### src/rtl/matrix_core_3x3_reg_reader_if.sv
// Read-side sys register bus bundle for the 3x3 matrix core coefficient bank.
// The master drives address and read strobe; the slave returns data, ack and error.
interface matrix_core_3x3_reg_reader_if;
  logic [19:0] sys_addr;
  logic        sys_ren;
  logic [31:0] sys_rdata;
  logic        sys_ack;
  logic        sys_err;

  modport master (output sys_addr, output sys_ren,
                  input  sys_rdata, input sys_ack, input sys_err);
  modport slave  (input  sys_addr, input sys_ren,
                  output sys_rdata, output sys_ack, output sys_err);
endinterface

### src/rtl/matrix_core_3x3_reg_reader.sv
// Read responder for the 3x3 matrix core coefficient bank.
// Decodes c0..c8, status and ID words; acks READ_LAT cycles after the request.
// Optional macro MM3X3_RD_SNAPSHOT_EN: a c0 read snapshots all nine
// coefficients so that c1..c8 reads give a coherent matrix view.
//
// state | meaning
// IDLE  | no read outstanding, ready to accept
// WAIT  | read accepted, counting out the remaining latency
// ACK   | ack/data/err driven for one cycle; a new read may be accepted
module matrix_core_3x3_reg_reader #(
  parameter logic [19:0] BASE_ADDR = 20'h00000,
  parameter int          READ_LAT  = 2,
  parameter logic [31:0] ID_WORD   = 32'h4D4D3333
) (
  input  logic                                 sys_clk_i,
  input  logic                                 sys_rstn_i,
  matrix_core_3x3_reg_reader_if.slave          sys_bus_io,
  input  logic [287:0]                         coef_i,
  input  logic                                 core_busy_i,
  input  logic                                 core_done_i
);

  typedef enum logic [1:0] {S_IDLE, S_WAIT, S_ACK} state_t;

  // WAIT holds READ_LAT-1 cycles; counter loads with one less so it ends at zero.
  localparam logic [1:0] WAIT_INIT = 2'((READ_LAT >= 2) ? (READ_LAT - 2) : 0);

  state_t      state_q;
  logic [1:0]  cnt_q;
  logic [31:0] data_q;
  logic        err_q;
  logic [31:0] rdata_q;
  logic        ack_q;
  logic        err_o_q;
  logic [15:0] done_cnt_q;
  logic [7:0]  drop_cnt_q;

  logic [20:0] diff_w;
  logic [19:0] offset_w;
  logic        addr_err_w;
  logic        accept_w;
  logic        pending_w;
  logic        shadow_bit_w;
  logic [31:0] rd_word_w;

  // Extra top bit of the subtraction flags addresses below the base.
  assign diff_w     = {1'b0, sys_bus_io.sys_addr} - {1'b0, BASE_ADDR};
  assign offset_w   = diff_w[19:0];
  assign addr_err_w = diff_w[20] || (offset_w > 20'h00028) || (sys_bus_io.sys_addr[1:0] != 2'b00);
  assign accept_w   = sys_bus_io.sys_ren && ((state_q == S_IDLE) || (state_q == S_ACK));
  // The read being sampled is itself outstanding, so pending is always seen as 1.
  assign pending_w  = (state_q != S_IDLE) || accept_w;

`ifdef MM3X3_RD_SNAPSHOT_EN
  logic [287:0] shadow_q;
  logic         shadow_valid_q;

  assign shadow_bit_w = shadow_valid_q;

  // Snapshot the whole matrix whenever c0 is read.
  always_ff @(posedge sys_clk_i or negedge sys_rstn_i) begin
    if (!sys_rstn_i) begin
      shadow_q       <= '0;
      shadow_valid_q <= 1'b0;
    end else if (accept_w && !addr_err_w && (offset_w == 20'h00000)) begin
      shadow_q       <= coef_i;
      shadow_valid_q <= 1'b1;
    end
  end
`else
  assign shadow_bit_w = 1'b0;
`endif

  // Read-data mux; unmapped or misaligned addresses return zero.
  always_comb begin
    rd_word_w = '0;
    if (!addr_err_w) begin
      if (offset_w == 20'h00024) begin
        rd_word_w = {drop_cnt_q, done_cnt_q, 5'b0, shadow_bit_w, core_busy_i, pending_w};
      end else if (offset_w == 20'h00028) begin
        rd_word_w = ID_WORD;
      end else begin
        for (int k = 0; k < 9; k++) begin
          if (offset_w[5:2] == 4'(k)) begin
`ifdef MM3X3_RD_SNAPSHOT_EN
            rd_word_w = (k == 0) ? coef_i[31:0] : shadow_q[32*k +: 32];
`else
            rd_word_w = coef_i[32*k +: 32];
`endif
          end
        end
      end
    end
  end

  // Read FSM: captures data at accept, presents it with a one-cycle ack.
  always_ff @(posedge sys_clk_i or negedge sys_rstn_i) begin
    if (!sys_rstn_i) begin
      state_q <= S_IDLE;
      cnt_q   <= '0;
      data_q  <= '0;
      err_q   <= 1'b0;
      rdata_q <= '0;
      ack_q   <= 1'b0;
      err_o_q <= 1'b0;
    end else begin
      ack_q   <= 1'b0;
      err_o_q <= 1'b0;
      case (state_q)
        S_IDLE, S_ACK: begin
          if (accept_w) begin
            data_q <= rd_word_w;
            err_q  <= addr_err_w;
            if (READ_LAT == 1) begin
              state_q <= S_ACK;
              ack_q   <= 1'b1;
              rdata_q <= rd_word_w;
              err_o_q <= addr_err_w;
            end else begin
              state_q <= S_WAIT;
              cnt_q   <= WAIT_INIT;
            end
          end else begin
            state_q <= S_IDLE;
          end
        end
        S_WAIT: begin
          if (cnt_q == 2'd0) begin
            state_q <= S_ACK;
            ack_q   <= 1'b1;
            rdata_q <= data_q;
            err_o_q <= err_q;
          end else begin
            cnt_q <= cnt_q - 2'd1;
          end
        end
        default: state_q <= S_IDLE;
      endcase
    end
  end

  // Completion counter (wrapping) and dropped-read counter (saturating).
  always_ff @(posedge sys_clk_i or negedge sys_rstn_i) begin
    if (!sys_rstn_i) begin
      done_cnt_q <= '0;
      drop_cnt_q <= '0;
    end else begin
      if (core_done_i) begin
        done_cnt_q <= done_cnt_q + 16'd1;
      end
      if (sys_bus_io.sys_ren && (state_q == S_WAIT) && (drop_cnt_q != 8'hFF)) begin
        drop_cnt_q <= drop_cnt_q + 8'd1;
      end
    end
  end

  assign sys_bus_io.sys_rdata = rdata_q;
  assign sys_bus_io.sys_ack   = ack_q;
  assign sys_bus_io.sys_err   = err_o_q;

endmodule

### src/flat_wrapper.sv
// flat-port wrapper written by rule: the top's interface ports become plain ports
module matrix_core_3x3_reg_reader_flat 
#(
  parameter logic [19:0] BASE_ADDR = 20'h00000,
  parameter int          READ_LAT  = 2,
  parameter logic [31:0] ID_WORD   = 32'h4D4D3333
)
  (sys_clk_i, sys_rstn_i, coef_i, core_busy_i, core_done_i, sys_bus_io_sys_addr, sys_bus_io_sys_ren, sys_bus_io_sys_rdata, sys_bus_io_sys_ack, sys_bus_io_sys_err);
  matrix_core_3x3_reg_reader_if sys_bus_io_i ();
  input  logic sys_clk_i;
  input  logic sys_rstn_i;
  input  logic [287:0] coef_i;
  input  logic core_busy_i;
  input  logic core_done_i;
  input wire logic [$bits(sys_bus_io_i.sys_addr)-1:0] sys_bus_io_sys_addr;
  input wire logic [$bits(sys_bus_io_i.sys_ren)-1:0] sys_bus_io_sys_ren;
  output wire logic [$bits(sys_bus_io_i.sys_rdata)-1:0] sys_bus_io_sys_rdata;
  output wire logic [$bits(sys_bus_io_i.sys_ack)-1:0] sys_bus_io_sys_ack;
  output wire logic [$bits(sys_bus_io_i.sys_err)-1:0] sys_bus_io_sys_err;
  assign sys_bus_io_i.sys_addr = sys_bus_io_sys_addr;
  assign sys_bus_io_i.sys_ren = sys_bus_io_sys_ren;
  assign sys_bus_io_sys_rdata = sys_bus_io_i.sys_rdata;
  assign sys_bus_io_sys_ack = sys_bus_io_i.sys_ack;
  assign sys_bus_io_sys_err = sys_bus_io_i.sys_err;
  matrix_core_3x3_reg_reader #(.BASE_ADDR(BASE_ADDR), .READ_LAT(READ_LAT), .ID_WORD(ID_WORD)) u_core (.sys_clk_i(sys_clk_i), .sys_rstn_i(sys_rstn_i), .sys_bus_io(sys_bus_io_i), .coef_i(coef_i), .core_busy_i(core_busy_i), .core_done_i(core_done_i));
endmodule
### config.mk
export PLATFORM = sky130hd
export DESIGN_NAME = matrix_core_3x3_reg_reader_flat
export DESIGN_NICKNAME = d
export VERILOG_FILES = /design/src/rtl/matrix_core_3x3_reg_reader_if.sv /design/src/rtl/matrix_core_3x3_reg_reader.sv /design/src/flat_wrapper.sv
export SDC_FILE = /design/constraint.sdc
export NUM_CORES = 1
export LEC_CHECK = 0
export ABC_AREA = 1
export CAP_MARGIN = 40
export CORE_AREA = 2 2 140 142
export CTS_BUF_LIST = sky130_fd_sc_hd__clkbuf_4 sky130_fd_sc_hd__clkbuf_8
export DETAILED_ROUTE_END_ITERATION = 16
export DIE_AREA = 0 0 142 144
export PLACE_DENSITY = 0.79
export SKIP_LAST_GASP = 1
export SYNTH_ARGS = -nofsm -noshare
export SYNTH_HDL_FRONTEND = slang
export SYNTH_SLANG_ARGS = --single-unit
### constraint.sdc
create_clock -name sys_clk_i -period 2.1 [get_ports sys_clk_i]
set_input_delay 0.63 -clock sys_clk_i [delete_from_list [all_inputs] [get_ports sys_clk_i]]
set_output_delay 0.63 -clock sys_clk_i [all_outputs]
set_load 0.01 [all_outputs]
Word level (Yosys, flattened, before mapping)
Index checks and enable logic that the tools add are counted.
{ "op_classes": {"order_cmp": 1, "mux": 22, "reduce_logical": 16, "n_eq_ne": 16, "n_addsub": 3} }
{ "ops": {"columns": ["operator", "count"], "rows": [
  ["two-way mux 32 bit", 12],
  ["equality test 20 x 6 -> 1 bit, second input constant", 2],
  ["> comparator 20 x 6 -> 1 bit, second input constant", 1],
  ["adder 16 x 1 -> 16 bit, second input constant", 1],
  ["equality test 4 x 3 -> 1 bit, second input constant", 4],
  ["adder 8 x 1 -> 8 bit, second input constant", 1],
  ["equality test 4 x 2 -> 1 bit, second input constant", 2],
  ["!= test 8 bit, second input constant", 1],
  ["one-hot mux 2 bit (2 select lines)", 2],
  ["two-way mux 2 bit", 3],
  ["nonzero test 2 bit", 3],
  ["two-way mux 1 bit", 5],
  ["equality test 4 x 1 -> 1 bit, second input constant", 1],
  ["equality test 4 bit, second input constant", 1],
  ["zero test 2 bit", 2],
  ["zero test 4 bit", 1],
  ["!= test 2 x 1 -> 1 bit, second input constant", 2],
  ["AND reduction 2 bit", 2],
  ["logical AND 1 bit", 3],
  ["logical OR 1 bit", 3],
  ["AND reduction 3 bit", 1],
  ["equality test 2 x 1 -> 1 bit, second input constant", 1],
  ["equality test 2 bit, second input constant", 1],
  ["!= test 2 bit, second input constant", 1],
  ["2 further kinds", 2]
]} }
{ "word_totals": {"out_inout_bits": 34, "register_bits": 95, "input_bits": 313} }

Longest topological paths before layout
Gate-level depths: netlist of the first run.
{ "depth": {"word_depth": 13, "mapped_depth": 14, "ltp_nobuf": 13} }

Worst setup path after synthesis of the first run
No wires, ideal clock.
{ "synth_timing": {"path_kind": "input-to-reg", "from": "in sys_bus_io_sys_addr[1]", "to": "reg u_core.data_q[30]", "t_arrival_ps": 1770, "slack_ps": 264, "cell_stages": 9, "cell_sequence": "or2_1 -> nor3_2 -> nand3_2 -> nand2_1 -> buf_4 -> a21oi_1 -> nand3_1 -> nand2_1 -> nand2_1"} }
{ "synth_via": {"elab_chain_cells": 4, "elab_cells_between_ends": 8, "cone_classes": "order compare: 1; eq/ne: 2; mux: 3; reduce/logical: 2"} }
{ "synth_rtl": {"columns": ["element", "line", "rtl"], "rows": [
  ["start: declaration", "flat_wrapper.sv:15", "input wire logic [$bits(sys_bus_io_i.sys_addr)-1:0] sys_bus_io_sys_addr;"],
  ["branches (longest 3 deep; another with > comparator 20 x 6 -> 1 bit)", null, null],
  ["two-way mux 32 bit *", "matrix_core_3x3_reg_reader.sv:77", "if (!addr_err_w) begin"],
  ["end signal: assignment", "matrix_core_3x3_reg_reader.sv:112", "data_q <= rd_word_w;"],
  ["end: declaration", "matrix_core_3x3_reg_reader.sv:30", "logic [31:0] data_q;"]
]} }
Every way passes the cells marked *.
A chain may end at the register's enable or synchronous reset.

Final worst setup path of the first run
{ "layout_timing": {"from": "in sys_bus_io_sys_addr[7]", "to": "reg u_core.data_q[1]"} }
The elaborated chain is that of the path after synthesis.

==> impl_metrics.ini, run 1 <==
[outcome]
status = finished, final reports clean

[placement]
buffer_ports.inserted = 346
dpl_cell_area_um2 = 10900
dp_hpwl_mm = 26.5
placed_cells = 1666
gp_congestion = 1.05

[layout]
n_fill_cell = 1779
multiInputGateArea_um2 = 3760
fin_cells = 1685
regArea_um2 = 2380
drive_gt1_share_pct = 12.6
area_growth_pct = 73.2
fin_nets = 1756
design_area_um2 = 11300

[timing]
finalMaxSlewViolations = 0
min_period_ns = 2.03
hold_violations = 0
worstMarginPinSlew_ns = 0.523
slew-limit-headroom_pct = 65.1
fmax_ghz = 0.494
finalSetupTns_ns = 0
clock_skew_ns = 0.00939
fin_crit_sh_pct = 96.5
finalSetupViolCount = 0

[global_routing]
antenna_found_initial = 3
grt_pass1_vias = 8471
grt_pass1_wl_mm = 48.1
track_usage_pct = 31.3
grt_max_degree = 96
overflow = 0

[route]
drc = 0
dr.first_iter.drc_count = 620
antenna_left = 0
wirelength_mm = 32.3
viasPerCell = 4.97
drt-wirelength-per-cell_um = 19.2
firstDrtPassIters = 7
route.vias.total = 8370

[setup_path]
critical_path_required_ns = 2.40
reg2reg_to = u_core.drop_cnt_q[6]
r2r_slack_ns = 0.32
rr_worst_depth = 8
cp_max_fo = 8
path_class = in -> reg
end_kind = register
regToRegStartpoint = u_core.drop_cnt_q[1]
arrival_ns = 2.33
startpoint_type = input port

[clocking]
clockRootBuffer = clkbuf_8
htreeDepth = 3
postCtsHoldBufs = 0
cts.clk_slew.worst_paths_ns = 0.09
cts_buffer_depth = 2
clock_sinks = 95
cts_buffers = 9
clkLatencyLatePin_ns = 0.36
cts_tree = done

[power_and_ir_drop]
vdd_ir_drop_max_v = 0.000386
p_leak_nw = 5.58
p_per_area_nw_per_um2 = 482

[logic_synthesis]
yosysWarnings = 0
synthFlopType = dfrtp_1
yosysTopAreaCell = dfrtp_1
syn_nets = 1351
synth_area_um2 = 6520
ys_seq_area_share_pct = 36.5
synth_edf_count = 0
synth_area_leaders = dfrtp_1, nand2_1, nor2_1
syn_inst = 1035
yosysTopAreaCellShare_pct = 36.5
yosys_register_bits = 95
ys_types = 34
avgSynthCellArea_um2 = 6.30
synth_async_sr_flop_share_pct = 100

[floorplanning]
core_area_um2 = 19100
die-area_um2 = 20400
initial_core_util_pct = 34.2
die_w_um = 142
die_y_um = 144
io_pins = 347
row_count = 51

[run]
max-cap-violations = 0

[min_path]
hp-class = in -> async
==> metal layers <==
layer  GRT usage, %  up-vias  share of wire, %
met5              0        -             0.046
met4           10.4        2               3.0
met3           6.32       60               7.6
met2           55.2      398                48
met1           38.4     3884                41
li1               -     4026                 -
==> worst max-delay path by stage <==
stage,from,cells past startpoint,slack [ns],endpoint
4_1_cts,sys_bus_io_sys_addr[7],12,0.02,u_core.data_q[0]
5_1_grt,sys_bus_io_sys_addr[17],12,-0.02,u_core.data_q[6]
3_3_place_gp,sys_bus_io_sys_addr[3],10,-0.96,u_core.data_q[2]
2_1_floorplan,sys_bus_io_sys_addr[1],9,0.26,u_core.data_q[30]
3_5_place_dp,sys_bus_io_sys_addr[3],14,-0.88,u_core.data_q[2]
6_report,sys_bus_io_sys_addr[7],12,0.07,u_core.data_q[1]
==> stage by stage <==
step / power (mW) / setup WS (ns) / utilization (%) / hold slack (ns)
after floorplan: 2.95 / 0.264 / - / 0.334
after global placement: 4.04 / -0.958 / 56.8 / 0.454
after detailed placement: 4.06 / -0.882 / 56.9 / 0.457
after CTS: 5.42 / 0.0160 / 58.7 / 0.329
after global routing: 5.71 / -0.0241 / 59.2 / 0.334
final: 5.44 / 0.0737 / 59.2 / 0.270
==> layout by cell type, fill, tap and decap left out, types with 4 or more instances in the layout <==
cell             instances
clkdlybuf4s50_1        341
nor2_4                   8
o21ai_0                  7
dfrtp_1                 95
nand2_4                  5
clkbuf_4                 4
nor3_1                   4
inv_1                   85
buf_6                   10
nand4_1                 40
a21oi_2                  9
inv_2                    5
nor2_1                  98
clkbuf_8                 9
nand2_2                 10
nor2_2                  12
nand3_1                 47
buf_12                  11
buf_4                   64
nand2_1                466
xor2_1                  19
a21oi_1                 44
or2_2                   17
==> state kept, by name, indices dropped and copies added (netlist names) <==
signal and count:
u_core.data_q 32, u_core.done_cnt_q 16, u_core.cnt_q 2, u_core.sys_bus_io.sys_ack 1, u_core.drop_cnt_q 8, u_core.state_q 2
u_core.err_q 1, u_core.sys_bus_io.sys_err 1, u_core.sys_bus_io.sys_rdata 32
==> cells in the mapped netlist, drive strengths merged (2+ instances only) <==
cell    number
nand3       50
nor2       118
dfrtp       95
nand2      481
nand4       42
clkbuf      13
ha           3
a21oi       53
clkinv       3
inv         90
xor2        19
o22ai        3
o21ai        9
or2         19
nor3         7
nor4         2
buf         25
==> logic make-up (layout without fill, tap and decap cells) <==
group / Yosys count / after routing / share of synthesized area, %
other: 0 / 2 / 0
flip-flops: 95 / 95 / 36.5
XOR/XNOR: 20 / 20 / 2.69
adder cells (fa/ha/maj): 3 / 3 / 0.576
AND/OR/NAND/NOR: 720 / 721 / 46.6
AO/OA/AOI/OAI: 66 / 66 / 5.16
buffers and inverters: 131 / 540 / 8.56
==> power breakdown <==
part / internal, mW / total [mW] / switching (mW)
Clock: 0.726 / 1.36 / 0.630
Combinational: 0.926 / 1.92 / 0.995
Sequential: 2.00 / 2.17 / 0.161
Total: 3.66 / 5.44 / 1.79
==> critical path: stages <==
cell and delay (ns):
clkdlybuf4s50_1 0.44, nor2_2 0.13, nand2_2 0.09, buf_4 0.14, nor3_4 0.18, nand3_2 0.17, nand2_4 0.12, buf_6 0.14
a21oi_1 0.06, nand2_1 0.10, nand2_2 0.07, nand2_1 0.06
==> layout make-up <==
type | count | area share (%)
diodes | 2 | 0.0443
repair buffers | 431 | 37.8
clock buffers | 13 | 1.36
flip-flops and latches | 95 | 21.1
clock inverters | 3 | 0.598
multi-input cells | 810 | 33.3
well taps | 238 | 2.64
inverters | 93 | 3.12
==> timing repair <==
action | in CTS | in global routing
gates cloned | 0 | 1
setup buffers | 0 | 1
setup endpoints to repair | 32 | 28
pin swaps | 19 | 10
gates resized for setup | 41 | 20
No activity file was read; power rests on OpenSTA's default activity.
==> run 2, diff against run 1 <==
--- a/config.mk
+++ b/config.mk
@@ -12,6 +12,7 @@
 export DETAILED_ROUTE_END_ITERATION = 16
 export DIE_AREA = 0 0 142 144
 export PLACE_DENSITY = 0.79
+export REMOVE_ABC_BUFFERS = 1
 export SKIP_LAST_GASP = 1
 export SYNTH_ARGS = -nofsm -noshare
 export SYNTH_HDL_FRONTEND = slang
==> constraint.sdc (replaced) <==
create_clock -name sys_clk_i -period 2.6 [get_ports sys_clk_i]
set_input_delay 0.78 -clock sys_clk_i [delete_from_list [all_inputs] [get_ports sys_clk_i]]
set_output_delay 0.78 -clock sys_clk_i [all_outputs]
set_load 0.01 [all_outputs]
==> run 2 against run 1 <==
  * Sequential share of layout area rose by 0.45 points
  * Die area did not move
  * Clock skew barely moved
  * Wire length fell by 9.3%
  * Combinational power fell by 22%
  * Sequential cell count did not move
  * Power fell by 23%
  * Utilization fell by 1.2 points
  * Highest routed layer is now met4
==> impl_metrics.ini, run 2 (synthesis gave the netlist of run 1 again) <==
[route]
drc = 0
viasPerCell = 4.87
antenna_left = 0
dr.first_iter.drc_count = 478
wirelength_mm = 29.3
route.vias.total = 8195
firstDrtPassIters = 6
drt-wirelength-per-cell_um = 17.4

[global_routing]
grt_max_degree = 35
antenna_found_initial = 4
track_usage_pct = 28.4
grt_pass1_vias = 8244
use_met3_pct = 8.01
grt_busiest_layer = met2
grt_util_met1_pct = 32.2
grt_pass1_wl_mm = 44.1
grt_use_met2_pct = 50.6
overflow = 0

[clocking]
clock_sinks = 95
cts_buffer_depth = 2
cts.clk_slew.worst_paths_ns = 0.09
htreeDepth = 3
clkLatencyLatePin_ns = 0.37
clockRootBuffer = clkbuf_8
cts_buffers = 9
cts_setup_buffers = 0
cts_tree = done

[setup_path]
critical_path.max_stage_delay_ns = 0.51
crit_chain = clkdlybuf4s50_1 > inv_2 > buf_4 > nand2_2 > nor2_2 > buf_12 > inv_1 > buf_4 > nor2_1 > nor2_2 > nand4_1 > nand2_1 > nand2_1 > nand2_1 > nand2_1
regToRegStartpoint = u_core.state_q[0]
startpoint_type = input port
end_kind = register
path_class = in -> reg
crit_top_cell = nand2_1
arrival_ns = 2.75
cp_max_fo = 11
startpoint = sys_bus_io_sys_addr[5]
critical_path_required_ns = 2.87
slowest_stage = clkdlybuf4s50_1

[floorplanning]
row_count = 51
die_y_um = 144
die-area_um2 = 20400
initial_core_util_pct = 34.2
die_w_um = 142
io_pins = 347
core_area_um2 = 19100

[layout]
drive_gt1_share_pct = 10.5
layout_common_cells = nand2_1, clkdlybuf4s50_1, nor2_1, dfrtp_1, inv_1
area_growth_pct = 69.5
n_fill_cell = 1789
final_common_cell = nand2_1
fin_nets = 1752

[placement]
dp_hpwl_mm = 24.3
buffer_ports.inserted = 346
gp_congestion = 0.982

[timing]
slew-limit-headroom_pct = 53.1
finalMaxSlewViolations = 0
rsz0062_at_grt = yes
min_period_ns = 2.47
fin_crit_sh_pct = 95.2
clock_skew_ns = 0.00909
fmax_ghz = 0.404
worstMarginPinSlew_ns = 0.699
holdWs_ns = 0.346
finalSetupViolCount = 0
finalSetupTns_ns = 0
hold_violations = 0

[outcome]
status = finished, final reports clean

[power_and_ir_drop]
p_per_area_nw_per_um2 = 379
vdd_ir_drop_max_v = 0.000282
p_leak_nw = 5.51

[min_path]
hp-class = in -> async

[run]
max-cap-violations = 0
-- run 2: cell type report --
cell class | count | area, um2 | share of cell area, %
timing repair buffer | 428 | 4220 | 38.2
clock buffer | 12 | 165 | 1.49
multi-input combinational | 809 | 3610 | 32.6
antenna | 4 | 10.0 | 0.0905
inverter | 93 | 349 | 3.16
clock inverter | 4 | 28.8 | 0.260
tap | 238 | 298 | 2.69
sequential | 95 | 2380 | 21.5
-- run 2: power breakdown --
group / internal (mW) / total (mW) / switching (mW)
logic: 0.732 / 1.49 / 0.758
clock network: 0.426 / 0.950 / 0.523
registers: 1.62 / 1.75 / 0.129
total: 2.78 / 4.19 / 1.41
-- run 2: path summary, 6_finish.rpt --
kind                                              endpoint  slack (ns)  cells after the start
max                                      u_core.data_q[17]        0.13                     15
min                         u_core.sys_bus_io.sys_rdata[3]        0.35                      1
max reg2reg                u_core.sys_bus_io.sys_rdata[10]        0.57                      9
min reg2reg                u_core.sys_bus_io.sys_rdata[29]        0.48                      2
max in group asynchronous                  u_core.cnt_q[1]        1.64                      2
min in group sys_clk_i     u_core.sys_bus_io.sys_rdata[29]        0.48                      2
-- run 2: per-stage QoR --
step	cell area (um2)	cells	setup slack (ns)	total power, mW	utilization [%]
after detailed placement	10800	1663	-0.329	3.26	56.8
after global routing	11000	1681	-0.0146	4.42	57.9
after global placement	10800	1661	-0.550	3.23	56.6
final	11100	1683	0.126	4.19	57.9
after floorplan	6310	997	-0.432	2.34	-
after CTS	11000	1679	0.0695	4.20	57.8
-- run 2: what timing repair did --
item / in CTS / in global routing
hold buffers: 0 / 0
endpoints found under the hold margin: 0 / 0
resized for setup: 0 / 5
setup endpoints to repair: 0 / 3
-- run 2: metal layers --
| layer | up-vias | share of wire (%) |
|---|---|---|
| li1 | 4026 | - |
| met1 | 3745 | 39 |
| met2 | 347 | 49 |
| met3 | 77 | 8.0 |
| met4 | 0 | 3.9 |
| met5 | - | 0 |
-- run 2: worst max-delay path, delay by kind of cell --
family	cells	cell delay, ns
AND/OR/NAND/NOR	9	0.83
buffers and inverters	6	1.14
==> run 3, diff against run 2 <==
--- a/config.mk
+++ b/config.mk
@@ -13,6 +13,7 @@
 export DIE_AREA = 0 0 142 144
 export PLACE_DENSITY = 0.79
 export REMOVE_ABC_BUFFERS = 1
+export SKIP_CTS_REPAIR_TIMING = 1
 export SKIP_LAST_GASP = 1
 export SYNTH_ARGS = -nofsm -noshare
 export SYNTH_HDL_FRONTEND = slang
==> results of run 3 <==
Same layout as run 2: the final DEF is identical, and so are final timing and power.
